## config.mk

```make
export PLATFORM = sky130hd
export DESIGN_NAME = uart_rx
export DESIGN_NICKNAME = d
export VERILOG_FILES = /design/src/rtl/uart_rx.sv
export SDC_FILE = /design/constraint.sdc
export NUM_CORES = 1
export LEC_CHECK = 0
export CELL_PAD_IN_SITES_DETAIL_PLACEMENT = 1
export CELL_PAD_IN_SITES_GLOBAL_PLACEMENT = 1
export CORE_MARGIN = 2
export CORE_UTILIZATION = 40
export CTS_CLUSTER_SIZE = 10
export DETAILED_ROUTE_END_ITERATION = 10
export PLACE_DENSITY_LB_ADDON = 0.1
export SYNTH_ARGS = -nofsm -noshare
export SYNTH_HDL_FRONTEND = slang
export SYNTH_SLANG_ARGS = --single-unit
```

## constraint.sdc

```tcl
create_clock -name clk -period 2.75 [get_ports clk]
set_clock_uncertainty 0.1 [all_clocks]
set_input_delay 0.275 -clock clk [delete_from_list [all_inputs] [get_ports clk]]
set_output_delay 0.275 -clock clk [all_outputs]
set_load 0.02 [all_outputs]
```

## src/rtl/uart_rx.sv

```systemverilog
`default_nettype none
// ============================================================================
// Module   : uart_rx
// Purpose  : 8N1 asynchronous serial receiver. The line is oversampled
//            (OVERSAMPLE ticks per bit), each bit is sampled at its centre,
//            and good bytes go into a first-word-fall-through FIFO.
// Ports    : clk, rst_n      - system clock, asynchronous active-low reset
//            rx_in           - serial line, asynchronous, idles high
//            rd_strobe       - pop the FIFO head (ignored when empty)
//            data_out        - FIFO head, valid while empty is 0
//            empty, full     - FIFO status
//            frame_err       - sticky: bad stop bit (or parity mismatch)
//            overrun         - sticky: good byte dropped, FIFO full
//            clear_err       - one-cycle pulse, clears both sticky flags
// Option   : `define UART_RX_PARITY_EN adds an even-parity bit after the data.
// Revision : 1.0 - initial release
// ============================================================================
module uart_rx #(
   parameter int CLOCK_FREQ = 16000000,
   parameter int BAUD       = 9600,
   parameter int OVERSAMPLE = 16,
   parameter int WIDTH      = 8,
   parameter int LENGTH     = 16
) (
   input  logic             clk,
   input  logic             rst_n,
   input  logic             rx_in,
   input  logic             rd_strobe,
   output logic [WIDTH-1:0] data_out,
   output logic             empty,
   output logic             full,
   output logic             frame_err,
   output logic             overrun,
   input  logic             clear_err
);

   localparam int c_div_raw = CLOCK_FREQ / (BAUD * OVERSAMPLE);
   localparam int c_div     = (c_div_raw < 1) ? 1 : c_div_raw;
   localparam int c_sw      = $clog2(OVERSAMPLE);
   localparam int c_bw      = $clog2(WIDTH + 1);
   localparam int c_aw      = $clog2(LENGTH);

   localparam logic [c_sw-1:0] c_samp_mid  = c_sw'(OVERSAMPLE / 2 - 1);
   localparam logic [c_sw-1:0] c_samp_last = c_sw'(OVERSAMPLE - 1);
   localparam logic [c_bw-1:0] c_bit_last  = c_bw'(WIDTH - 1);

`ifdef UART_RX_PARITY_EN
   typedef enum logic [2:0] {
      S_WAIT_HIGH = 3'd0,
      S_IDLE      = 3'd1,
      S_START     = 3'd2,
      S_DATA      = 3'd3,
      S_STOP      = 3'd4,
      S_PARITY    = 3'd5
   } state_t;
`else
   typedef enum logic [2:0] {
      S_WAIT_HIGH = 3'd0,
      S_IDLE      = 3'd1,
      S_START     = 3'd2,
      S_DATA      = 3'd3,
      S_STOP      = 3'd4
   } state_t;
`endif

   // ------------------------------------------------------------------------
   // Input synchronizer (resets to the idle level so reset never looks like
   // a start bit)
   // ------------------------------------------------------------------------
   logic [1:0] sync_q;
   logic       rx_s;

   always_ff @(posedge clk or negedge rst_n) begin
      if (!rst_n) begin
         sync_q <= 2'b11;
      end else begin
         sync_q <= {sync_q[0], rx_in};
      end
   end

   assign rx_s = sync_q[1];

   // ------------------------------------------------------------------------
   // Oversampling tick generator (free-running)
   // ------------------------------------------------------------------------
   logic w_tick;

   generate
      if (c_div == 1) begin : g_tick_every
         assign w_tick = 1'b1;
      end else begin : g_tick_div
         localparam int c_dw = $clog2(c_div);
         localparam logic [c_dw-1:0] c_div_last = c_dw'(c_div - 1);
         logic [c_dw-1:0] div_cnt_q;

         always_ff @(posedge clk or negedge rst_n) begin
            if (!rst_n) begin
               div_cnt_q <= '0;
            end else if (div_cnt_q == c_div_last) begin
               div_cnt_q <= '0;
            end else begin
               div_cnt_q <= div_cnt_q + 1'b1;
            end
         end

         assign w_tick = (div_cnt_q == c_div_last);
      end
   endgenerate

   // ------------------------------------------------------------------------
   // Receive FSM
   // ------------------------------------------------------------------------
   state_t           state_q;
   logic [c_sw-1:0]  samp_cnt_q;
   logic [c_bw-1:0]  bit_cnt_q;
   logic [WIDTH-1:0] shift_q;
   logic             push_q;
   logic             frame_err_q;
   logic             w_par_ok;

`ifdef UART_RX_PARITY_EN
   logic parity_q;
   // Even parity: data bits plus parity bit must XOR to zero.
   assign w_par_ok = ~(^shift_q ^ parity_q);
`else
   assign w_par_ok = 1'b1;
`endif

   always_ff @(posedge clk or negedge rst_n) begin
      if (!rst_n) begin
         state_q     <= S_WAIT_HIGH;
         samp_cnt_q  <= '0;
         bit_cnt_q   <= '0;
         shift_q     <= '0;
         push_q      <= 1'b0;
         frame_err_q <= 1'b0;
`ifdef UART_RX_PARITY_EN
         parity_q    <= 1'b0;
`endif
      end else begin
         push_q <= 1'b0;
         // Clear first so that a set later in this block wins.
         if (clear_err) begin
            frame_err_q <= 1'b0;
         end
         case (state_q)
            S_WAIT_HIGH: begin
               if (rx_s) begin
                  state_q <= S_IDLE;
               end
            end
            S_IDLE: begin
               if (!rx_s) begin
                  samp_cnt_q <= '0;
                  state_q    <= S_START;
               end
            end
            S_START: begin
               if (w_tick) begin
                  if (samp_cnt_q == c_samp_mid) begin
                     if (!rx_s) begin
                        samp_cnt_q <= '0;
                        bit_cnt_q  <= '0;
                        state_q    <= S_DATA;
                     end else begin
                        state_q <= S_IDLE;
                     end
                  end else begin
                     samp_cnt_q <= samp_cnt_q + 1'b1;
                  end
               end
            end
            S_DATA: begin
               if (w_tick) begin
                  if (samp_cnt_q == c_samp_last) begin
                     samp_cnt_q <= '0;
                     // LSB arrives first, so shift in from the top.
                     shift_q    <= {rx_s, shift_q[WIDTH-1:1]};
                     bit_cnt_q  <= bit_cnt_q + 1'b1;
                     if (bit_cnt_q == c_bit_last) begin
`ifdef UART_RX_PARITY_EN
                        state_q <= S_PARITY;
`else
                        state_q <= S_STOP;
`endif
                     end
                  end else begin
                     samp_cnt_q <= samp_cnt_q + 1'b1;
                  end
               end
            end
`ifdef UART_RX_PARITY_EN
            S_PARITY: begin
               if (w_tick) begin
                  if (samp_cnt_q == c_samp_last) begin
                     samp_cnt_q <= '0;
                     parity_q   <= rx_s;
                     state_q    <= S_STOP;
                  end else begin
                     samp_cnt_q <= samp_cnt_q + 1'b1;
                  end
               end
            end
`endif
            S_STOP: begin
               if (w_tick) begin
                  if (samp_cnt_q == c_samp_last) begin
                     samp_cnt_q <= '0;
                     if (!rx_s) begin
                        // Low stop bit (or break): wait for idle before re-arming.
                        frame_err_q <= 1'b1;
                        state_q     <= S_WAIT_HIGH;
                     end else if (!w_par_ok) begin
                        frame_err_q <= 1'b1;
                        state_q     <= S_IDLE;
                     end else begin
                        push_q  <= 1'b1;
                        state_q <= S_IDLE;
                     end
                  end else begin
                     samp_cnt_q <= samp_cnt_q + 1'b1;
                  end
               end
            end
            default: begin
               state_q <= S_WAIT_HIGH;
            end
         endcase
      end
   end

   // ------------------------------------------------------------------------
   // FIFO. shift_q is stable while push_q is high (the FSM is back in IDLE
   // and cannot shift again for at least a bit time), so it is the write data.
   // ------------------------------------------------------------------------
   logic [WIDTH-1:0] mem_q [LENGTH];
   logic [c_aw:0]    wr_ptr_q;
   logic [c_aw:0]    rd_ptr_q;
   logic             overrun_q;
   logic             w_empty;
   logic             w_full;
   logic             w_pop;
   logic             w_wr;

   assign w_empty = (wr_ptr_q == rd_ptr_q);
   assign w_full  = (wr_ptr_q[c_aw-1:0] == rd_ptr_q[c_aw-1:0]) &&
                    (wr_ptr_q[c_aw] != rd_ptr_q[c_aw]);
   assign w_pop   = rd_strobe && !w_empty;
   // A pop in the same cycle frees the slot, so a full FIFO still accepts.
   assign w_wr    = push_q && (!w_full || w_pop);

   always_ff @(posedge clk or negedge rst_n) begin
      if (!rst_n) begin
         wr_ptr_q  <= '0;
         rd_ptr_q  <= '0;
         overrun_q <= 1'b0;
      end else begin
         if (w_wr) begin
            wr_ptr_q <= wr_ptr_q + 1'b1;
         end
         if (w_pop) begin
            rd_ptr_q <= rd_ptr_q + 1'b1;
         end
         if (clear_err) begin
            overrun_q <= 1'b0;
         end
         if (push_q && !w_wr) begin
            overrun_q <= 1'b1;
         end
      end
   end

   always_ff @(posedge clk) begin
      if (w_wr) begin
         mem_q[wr_ptr_q[c_aw-1:0]] <= shift_q;
      end
   end

   // Gate the head with empty so the output reads 0 after reset.
   assign data_out  = w_empty ? '0 : mem_q[rd_ptr_q[c_aw-1:0]];
   assign empty     = w_empty;
   assign full      = w_full;
   assign frame_err = frame_err_q;
   assign overrun   = overrun_q;

endmodule
`default_nettype wire

```

Word level (Yosys, flattened, before mapping):

Memories as Yosys holds them, arrays and structs flattened.
Index checks and enable logic that the tools add are counted.

* memory bits (read-only): 0
* memories: 1
* output and inout port bits: 12
* latch bits: 0
* memory bits (writable): 128
* register bits: 41

Memories
* mem_q: depth 16, width 8, read ports 1, clocked after Yosys merged registers in 0, wr ports 1, line 236 `logic [WIDTH-1:0] mem_q [LENGTH];`

* div/mod/pow operators: 0
* multipliers: 0
* mux-type cells: 39
* equal/unequal tests: 22
* order comparisons: 0
* reduce and logical (&&, ||, !) cells: 17
* add/subtract/negate cells: 5
* bitwise gates (word level): 0
* shift-type cells: 0

Operator list (number)
* $mux 4: 10
* $mux 3: 9
* $ne 2x2->1 const B: 10
* $pmux 3 s5: 1
* $mux 1: 14
* $pmux 4 s3: 1
* $add 5x1->5 const B: 2
* $reduce_and 9->1: 1
* $add 4x1->4 const B: 2
* $eq 4x3->1 const B: 2
* $mux 8: 1
* $pmux 4 s2: 1
* $add 7x1->7 const B: 1
* $eq 7x7->1 const B: 1
* $mux 7: 1
* $eq 3x2->1 const B: 2
* $reduce_and 3->1: 2
* $reduce_and 6->1: 1
* $eq 5x5->1: 1
* $eq 4x4->1: 1
* $eq 4x4->1 const B: 1
* $logic_and 1x1->1: 4
* $reduce_bool 2->1: 2
* $eq 3x1->1 const B: 1
* 9 further kinds: 11

Logic depth before layout (Yosys ltp):

Gate-level depths: netlist of run 1.

* depth after elaboration: 8
* mapped depth: 7
* depth with buffers taken out: 6

Worst setup path after synthesis of run 1:

Ideal clock, no wire load.

* path kind: reg-to-reg
* from: reg rd_ptr_q[0]
* to: reg wr_ptr_q[4]
* library setup time: 0.154 ns
* arrival time: 2.065 ns
* path slack: 0.431 ns
* required time: 2.496 ns
* cell stages (with the launch flop): 7
* buffers on the path: 1
* clock period less this slack: 2.319 ns
* path through: dfrtp_1 buf_4 xnor2_1 nand4_1 o311ai_0 nor2_1 xor2_1

* word-level cells in the longest chain between the ends: 5
* elaborated cells between the ends (all ways): 8
* those cells by class: eq/ne (2); reduce/logical (6)

RTL lines
* start: declaration: line 238 `logic [c_aw:0] rd_ptr_q;`
* start signal: assignment: line 262 `rd_ptr_q <= rd_ptr_q + 1'b1;`
* $eq 5x5->1 or $eq 4x4->1 (tied branches): line 245, 246
* $logic_not 1->1 or $logic_and 1x1->1 (tied branches): line 248, 246
* $logic_and 1x1->1 or $logic_not 1->1 (tied branches): line 248, 250
* $logic_or 1x1->1 *: line 250 `assign w_wr = push_q && (!w_full || w_pop);`
* $logic_and 1x1->1 *: line 250
* end signal: assignment: line 259 `wr_ptr_q <= wr_ptr_q + 1'b1;`
* end: declaration: line 237 `logic [c_aw:0] wr_ptr_q;`

Every way passes the cells marked *; elsewhere a longest branch is shown, timed or not.
A chain may end at the register's enable or synchronous reset.

Worst setup path after layout of run 1:

* from: reg rd_ptr_q[0]
* to: out data_out[5]

* word-level cells in the longest chain between the ends: 2
* elaborated cells between the ends (all ways): 3
* those cells by class: eq/ne (1); mux (1); memory (1)

RTL lines
* $mem_v2 16x8 or $eq 5x5->1 (tied branches)
* $mux 8 *: line 280 `assign data_out = w_empty ? '0 : mem_q[rd_ptr_q[c_aw-1:0]];`
* end: declaration: line 29 `output logic [WIDTH-1:0] data_out,`

Marks and branches as above.

==> results by group, run 1 <==
Route
  – Routed WL per cell: 22.4 um
  – DRT Pass-1 Iters: 4
  – Avg Vias per Cell: 5.43
  – Iter 0 DRT Violations: 200
  – Drt drc: 0
  – Routed Antenna Nets: 0
  – Vias: 3820
  – Routed WL: 15700 um

Power and ir drop
  – PD cells: 852 nW/um^2
  – Leak Pwr: 3.33 nW
  – Peak VDD IR: 0.443 mV

STA
  – Final Cycle Share: 0.970
  – Setup Viol. Count Final: 0
  – Final Hold Fails: 0
  – Fmax: 375 MHz
  – WHS: 153 ps
  – RSZ-0062 raised after global routing: true
  – Worst slew pin tran: 979 ps
  – Worst relative slew slack: 0.347
  – Minimum clock period after layout: 2670 ps
  – Fin. max-slew vios: 0

Finish
  – Most frequent cells in the layout: edfxtp_1, dfrtp_1, mux4_2
  – Number of diodes: 0
  – Multi-input logic area: 2040 um^2
  – Final Cell Area: 8280 um^2
  – Share of cells above drive strength 1: 0.257
  – Synthesis-to-layout area growth: 18.2%
  – Non-filler cells, final: 704
  – Register area: 4870 um^2
  – Final nets: 480
  – Most common cell after layout, fill and taps aside: edfxtp_1
  – Fillers: 1640

GRT
  – GRT Total Usage: 0.187
  – Vias in the first global route: 4115
  – First-pass GRT wire length: 24700 um
  – Total global routing overflow: 0
  – Largest net degree at the start of global routing: 42
  – Initial antenna violation count: 0

Critical path
  – CP max-delay cell: mux4_2
  – CP cell instances: buf_12 -> buf_4 -> mux4_2 -> a211oi_2 -> nor3_1 -> clkdlybuf4s15_1
  – Worst R2R Path Depth: 6
  – Reg2reg setup slack: 310 ps
  – Setup CP Type: reg -> out
  – Crit path launch type: register
  – R2R Path Start: rd_ptr_q[0]
  – Reg-to-reg endpoint: mem_q[2][3]
  – Largest stage delay, worst path: 500 ps
  – Worst EP required: 2380 ps
  – Arr. time, crit path: 2290 ps
  – CP max FO: 16
  – CP endpoint kind: output port

Hold path
  – Hold path depth: 1
  – Hold EP: sync_q[0]
  – Hold Path Class: in -> reg
  – Min-delay src: rx_in

Yosys
  – Post-synth EDFFs: 128
  – Yosys warnings: 0
  – Mean Syn Cell Area: 16.6 um^2
  – Post-synth top area share: 0.548
  – Top FF cell, synth: edfxtp_1
  – Syn nets: 434
  – Post-Syn Area: 7010 um^2
  – Synth area leader: edfxtp_1
  – Synth async-reset ratio: 0.243
  – Post-synthesis register bit count: 169
  – Register area share after synthesis: 0.695
  – Count of cell types in the netlist: 50
  – Area contributors post-synth: edfxtp_1, dfrtp_1, mux4_2, mux2_2, xnor2_1
  – Post-synthesis cell count: 421

Floorplanning
  – Cell Rows: 48
  – Core Area: 17200 um^2
  – Die Ht: 136 um
  – Top Ports: 17
  – Die X-Extent: 136 um
  – Initial Utilization: 0.407
  – Total die area: 18600 um^2

Place
  – Placed cells: 661
  – Cell Area, Placed: 7550 um^2
  – Port bufs: 16
  – Post-DP HPWL: 10100 um
  – Placer Congestion: 0.779

Outcome
  – Status: complete, no violations

Clock network
  – # H-tree levels: 4
  – Worst-case clock buffer depth: 2
  – Clk sink count: 169
  – Worst skew pair latency: 430 ps
  – Total clock buffers created by CTS: 17
  – CTS tree: yes
  – Clk slew on worst S/H paths: 60 ps
  – Root Buffer: clkbuf_16

Job
  – Max_cap viols: 0
stage by stage:
step / setup TNS, ps / setup slack, ps / utilization / power, mW
6_report: 0 / 83.3 / 0.481 / 7.06
5_1_grt: -41.1 / -39.1 / 0.481 / 7.37
4_1_cts: 0 / 8.45 / 0.473 / 6.99
3_5_place_dp: 0 / 226 / 0.438 / 4.61
3_3_place_gp: 0 / 257 / 0.438 / 4.59
2_1_floorplan: 0 / 431 / - / 3.91
logic make-up after synthesis:
family                   after synthesis  share of synthesized area
AND/OR/NAND/NOR                      100                     0.0773
AO/OA/AOI/OAI                         48                     0.0461
XOR/XNOR                              21                     0.0262
adder cells (fa/ha/maj)                8                     0.0143
flip-flops                           169                      0.695
buffers and inverters                 31                     0.0191
multiplexers                          44                      0.122
repair_timing:
| item | 4_1_cts | 5_1_grt |
|---|---|---|
| buffers inserted | 0 | 11 |
| pin swaps | 0 | 0 |
| gates resized for setup | 12 | 18 |
| setup endpoints to repair | 9 | 9 |
| hold buffers | 1 | 0 |
| endpoints found under the hold margin | 39 | 0 |
cell usage after synthesis (2+ instances only):
| master | count |
|---|---|
| dfrtp_1 | 39 |
| and3_1 | 13 |
| nand2b_1 | 2 |
| buf_4 | 2 |
| inv_1 | 9 |
| o22ai_1 | 11 |
| xor2_1 | 8 |
| nand4_1 | 5 |
| a21oi_1 | 6 |
| mux4_2 | 32 |
| o21ai_0 | 6 |
| nand2_1 | 14 |
| xnor2_1 | 13 |
| o311ai_0 | 2 |
| clkbuf_1 | 8 |
| nor3_1 | 13 |
| a211oi_1 | 9 |
| nor2_1 | 19 |
| buf_1 | 4 |
| edfxtp_1 | 128 |
| a31oi_1 | 2 |
| ha_1 | 8 |
| mux2_2 | 11 |
| nand3_1 | 9 |
| o211ai_1 | 3 |
| dfstp_2 | 2 |
| buf_2 | 8 |
| and2_1 | 2 |
| nor2b_1 | 12 |
how the worst max path moves through the flow:
stage	end	cells past startpoint	slack [ps]	from
2_1_floorplan	wr_ptr_q[4]	6	430	rd_ptr_q[0]
3_3_place_gp	data_out[4]	6	260	rd_ptr_q[0]
3_5_place_dp	data_out[3]	6	230	rd_ptr_q[0]
4_1_cts	data_out[5]	6	8	rd_ptr_q[0]
5_1_grt	data_out[5]	6	-40	rd_ptr_q[0]
6_report	data_out[5]	6	80	rd_ptr_q[0]
layer usage:
layer | routed length (um) | GRT usage
met1 | 6620 | 0.234
met2 | 8470 | 0.325
met3 | 460 | 0.0410
met4 | 196 | 0.0567
met5 | 0 | 0
flip-flops by register name, indices dropped and copies added (netlist names), 2 cells and up:
register	flops
wr_ptr_q	5
g_tick_div.div_cnt_q	7
rd_ptr_q	5
samp_cnt_q	4
sync_q	2
shift_q	8
mem_q	128
state_q	3
bit_cnt_q	4
power by group:
group,internal [mW],leakage (nW),switching (mW)
combinational,0.796,1.03,0.898
sequential,2.78,2.01,0.157
clock,1.43,0.290,0.995
worst max-delay path, delay by kind of cell, from the launching register on:
kind | cells | cell delay [ps]
buf+inv | 3 | 610
mux | 1 | 500
flops | 1 | 430
compound gates | 1 | 240
simple gates | 1 | 80
area by class of cell:
| class | count | area share |
|---|---|---|
| Inverter | 9 | 0.00408 |
| Sequential cell | 169 | 0.588 |
| Clock buffer | 17 | 0.0514 |
| Multi-Input combinational cell | 221 | 0.246 |
| Clock inverter | 14 | 0.0207 |
| Tap cell | 225 | 0.0340 |
| Timing Repair Buffer | 49 | 0.0553 |
No activity file was read; power rests on OpenSTA's default activity.
==> inputs of run 2 (changes only) <==
Settings changed: CTS_CLUSTER_DIAMETER set to 100, GPL_TIMING_DRIVEN set to 0.
==> run 2 against run 1 <==
Against the previous run: clock-buffer cell count is the same; global-route usage decreased by 0.095 points; clock power is essentially flat; register-to-register slack is essentially flat; die area unchanged; sequential power decreased by 3%; sequential cell count did not move; utilization increased by 0.073 points; critical path depth is 1 lower; largest power group unchanged.
==> results by group, run 2 (same netlist as run 1, synthesis figures left out) <==
Clock network
  – Root Buffer: clkbuf_16
  – CTS tree: yes
  – Clk slew on worst S/H paths: 60 ps
  – Clk sink count: 169
  – Worst-case clock buffer depth: 2
  – Worst skew pair latency: 420 ps
  – # H-tree levels: 4
  – Total clock buffers created by CTS: 17

Floorplanning
  – Cell Rows: 48
  – Die Ht: 136 um
  – Die X-Extent: 136 um
  – Total die area: 18600 um^2
  – Core Area: 17200 um^2
  – Top Ports: 17
  – Initial Utilization: 0.407

STA
  – Fmax: 372 MHz
  – Fin. max-slew vios: 0
  – TNS Setup: 0 ps
  – Setup Viol. Count Final: 0
  – Final Hold Fails: 0
  – RSZ-0062 raised after global routing: true
  – Minimum clock period after layout: 2690 ps
  – Final Cycle Share: 0.978
  – Worst relative slew slack: 0.345
  – Worst slew pin tran: 979 ps

Route
  – Routed WL per cell: 22.3 um
  – DRT Pass-1 Iters: 4
  – Iter 0 DRT Violations: 223
  – Routed Antenna Nets: 0
  – Avg Vias per Cell: 5.45
  – Routed WL: 15800 um
  – Drt drc: 0
  – Vias: 3846

GRT
  – First-pass GRT wire length: 24800 um
  – Total global routing overflow: 0
  – Initial antenna violation count: 0
  – Vias in the first global route: 4133
  – GRT Total Usage: 0.186
  – Largest net degree at the start of global routing: 31

Finish
  – Non-filler cells, final: 706
  – Number of diodes: 0
  – Final nets: 481
  – Share of cells above drive strength 1: 0.285
  – Most frequent cells in the layout: edfxtp_1, dfrtp_1, mux4_2
  – Core Util, Final: 0.481
  – Largest register FFs: 128
  – Most common cell after layout, fill and taps aside: edfxtp_1
  – Synthesis-to-layout area growth: 18.4%

Critical path
  – Reg2reg setup slack: 310 ps
  – Setup CP Type: reg -> out
  – Worst EP required: 2380 ps
  – Worst R2R Path Depth: 6
  – Crit path launch type: register
  – Largest stage delay, worst path: 650 ps
  – CP cell instances: buf_2 -> xnor2_1 -> nand4_1 -> nor2_1 -> clkdlybuf4s50_1
  – CP max-delay cell: clkdlybuf4s50_1
  – CP max FO: 8
  – CP endpoint kind: output port
  – Crit path to: full
  – Arr. time, crit path: 2310 ps
  – Reg-to-reg endpoint: wr_ptr_q[4]
  – Worst setup path start: rd_ptr_q[1]
  – R2R Path Start: rd_ptr_q[1]

Power and ir drop
  – PD cells: 852 nW/um^2
  – Peak VDD IR: 0.402 mV
  – Leak Pwr: 3.31 nW

Place
  – Placer Congestion: 0.790
  – Placed cells: 664
  – Post-DP HPWL: 10500 um
  – Port bufs: 16

Job
  – Max_cap viols: 0

Outcome
  – Status: complete, no violations

Hold path
  – Hold Path Class: in -> reg
==> run 2: cell types whose count changed in the layout (fill, tap and decap cells not counted), moves of 3 or more <==
cell and delta:
clkbuf_1 +4, buf_4 -16, and3_2 +7, clkbuf_2 +4
buf_2 +13, clkinv_2 +3, clkdlybuf4s15_1 -5, a211oi_4 +3
a211oi_1 -3, and3_1 -7
==> run 2: worst max-delay path, delay by kind of cell, from the launching register on <==
kind / cells / cell delay (ps)
buffers and inverters: 2 / 850
DFF: 1 / 380
xor gates and xnor gates: 1 / 170
and+or+nand+nor: 2 / 490
==> run 2: worst min-delay path by stage <==
| stage | start | to | slack [ps] | cells after the start |
|---|---|---|---|---|
| after floorplan | rst_n | bit_cnt_q[0] | -120 | 0 |
| after global placement | sync_q[0] | sync_q[1] | 250 | 0 |
| after detailed placement | rst_n | samp_cnt_q[0] | 80 | 1 |
| after CTS | rx_in | sync_q[0] | 140 | 1 |
| after global routing | rx_in | sync_q[0] | 150 | 1 |
| final | rx_in | sync_q[0] | 160 | 1 |
==> run 2: cell type report <==
type | count | area [um^2]
Inverter | 9 | 33.8
Sequential cell | 169 | 4870
Fill cell | 1651 | 8940
Buffer | 22 | 161
Tap cell | 225 | 282
Timing Repair Buffer | 28 | 248
Multi-Input combinational cell | 221 | 2100
Clock inverter | 15 | 173
Clock buffer | 17 | 425
==> run 2: what timing repair did <==
item                                    4_1_cts  5_1_grt
pin swaps                                     6        4
endpoints found under the setup margin       42       65
hold buffers                                  1        0
cloned                                        0        1
endpoints found under the hold margin        41        0
buffers inserted                              5        3
resized for setup                            68       13
==> run 2: stage by stage <==
step / setup slack, ps / area (um^2) / hold slack [ps] / total power [mW]
6_report: 60.5 / 8300 / 157 / 7.07
5_1_grt: -84.1 / 8300 / 152 / 7.38
4_1_cts: -49.6 / 8250 / 138 / 7.08
3_5_place_dp: -565 / 7470 / 82.1 / 4.47
3_3_place_gp: -544 / 7450 / 248 / 4.47
2_1_floorplan: 431 / 7010 / -121 / 3.91
==> run 2: power by group <==
group	internal (mW)	switching [mW]	leakage (nW)	total, mW
Clock	1.43	0.998	0.297	2.43
Combinational	0.783	1.01	1.00	1.80
Sequential	2.78	0.0572	2.02	2.84
Total	5.00	2.07	3.31	7.07
==> run 2: per-layer routing <==
layer / global-route usage / part of all wire
met4: 0.0637 / 0.011
met5: 0 / 0
met1: 0.247 / 0.45
met3: 0.0328 / 0.030
met2: 0.310 / 0.51
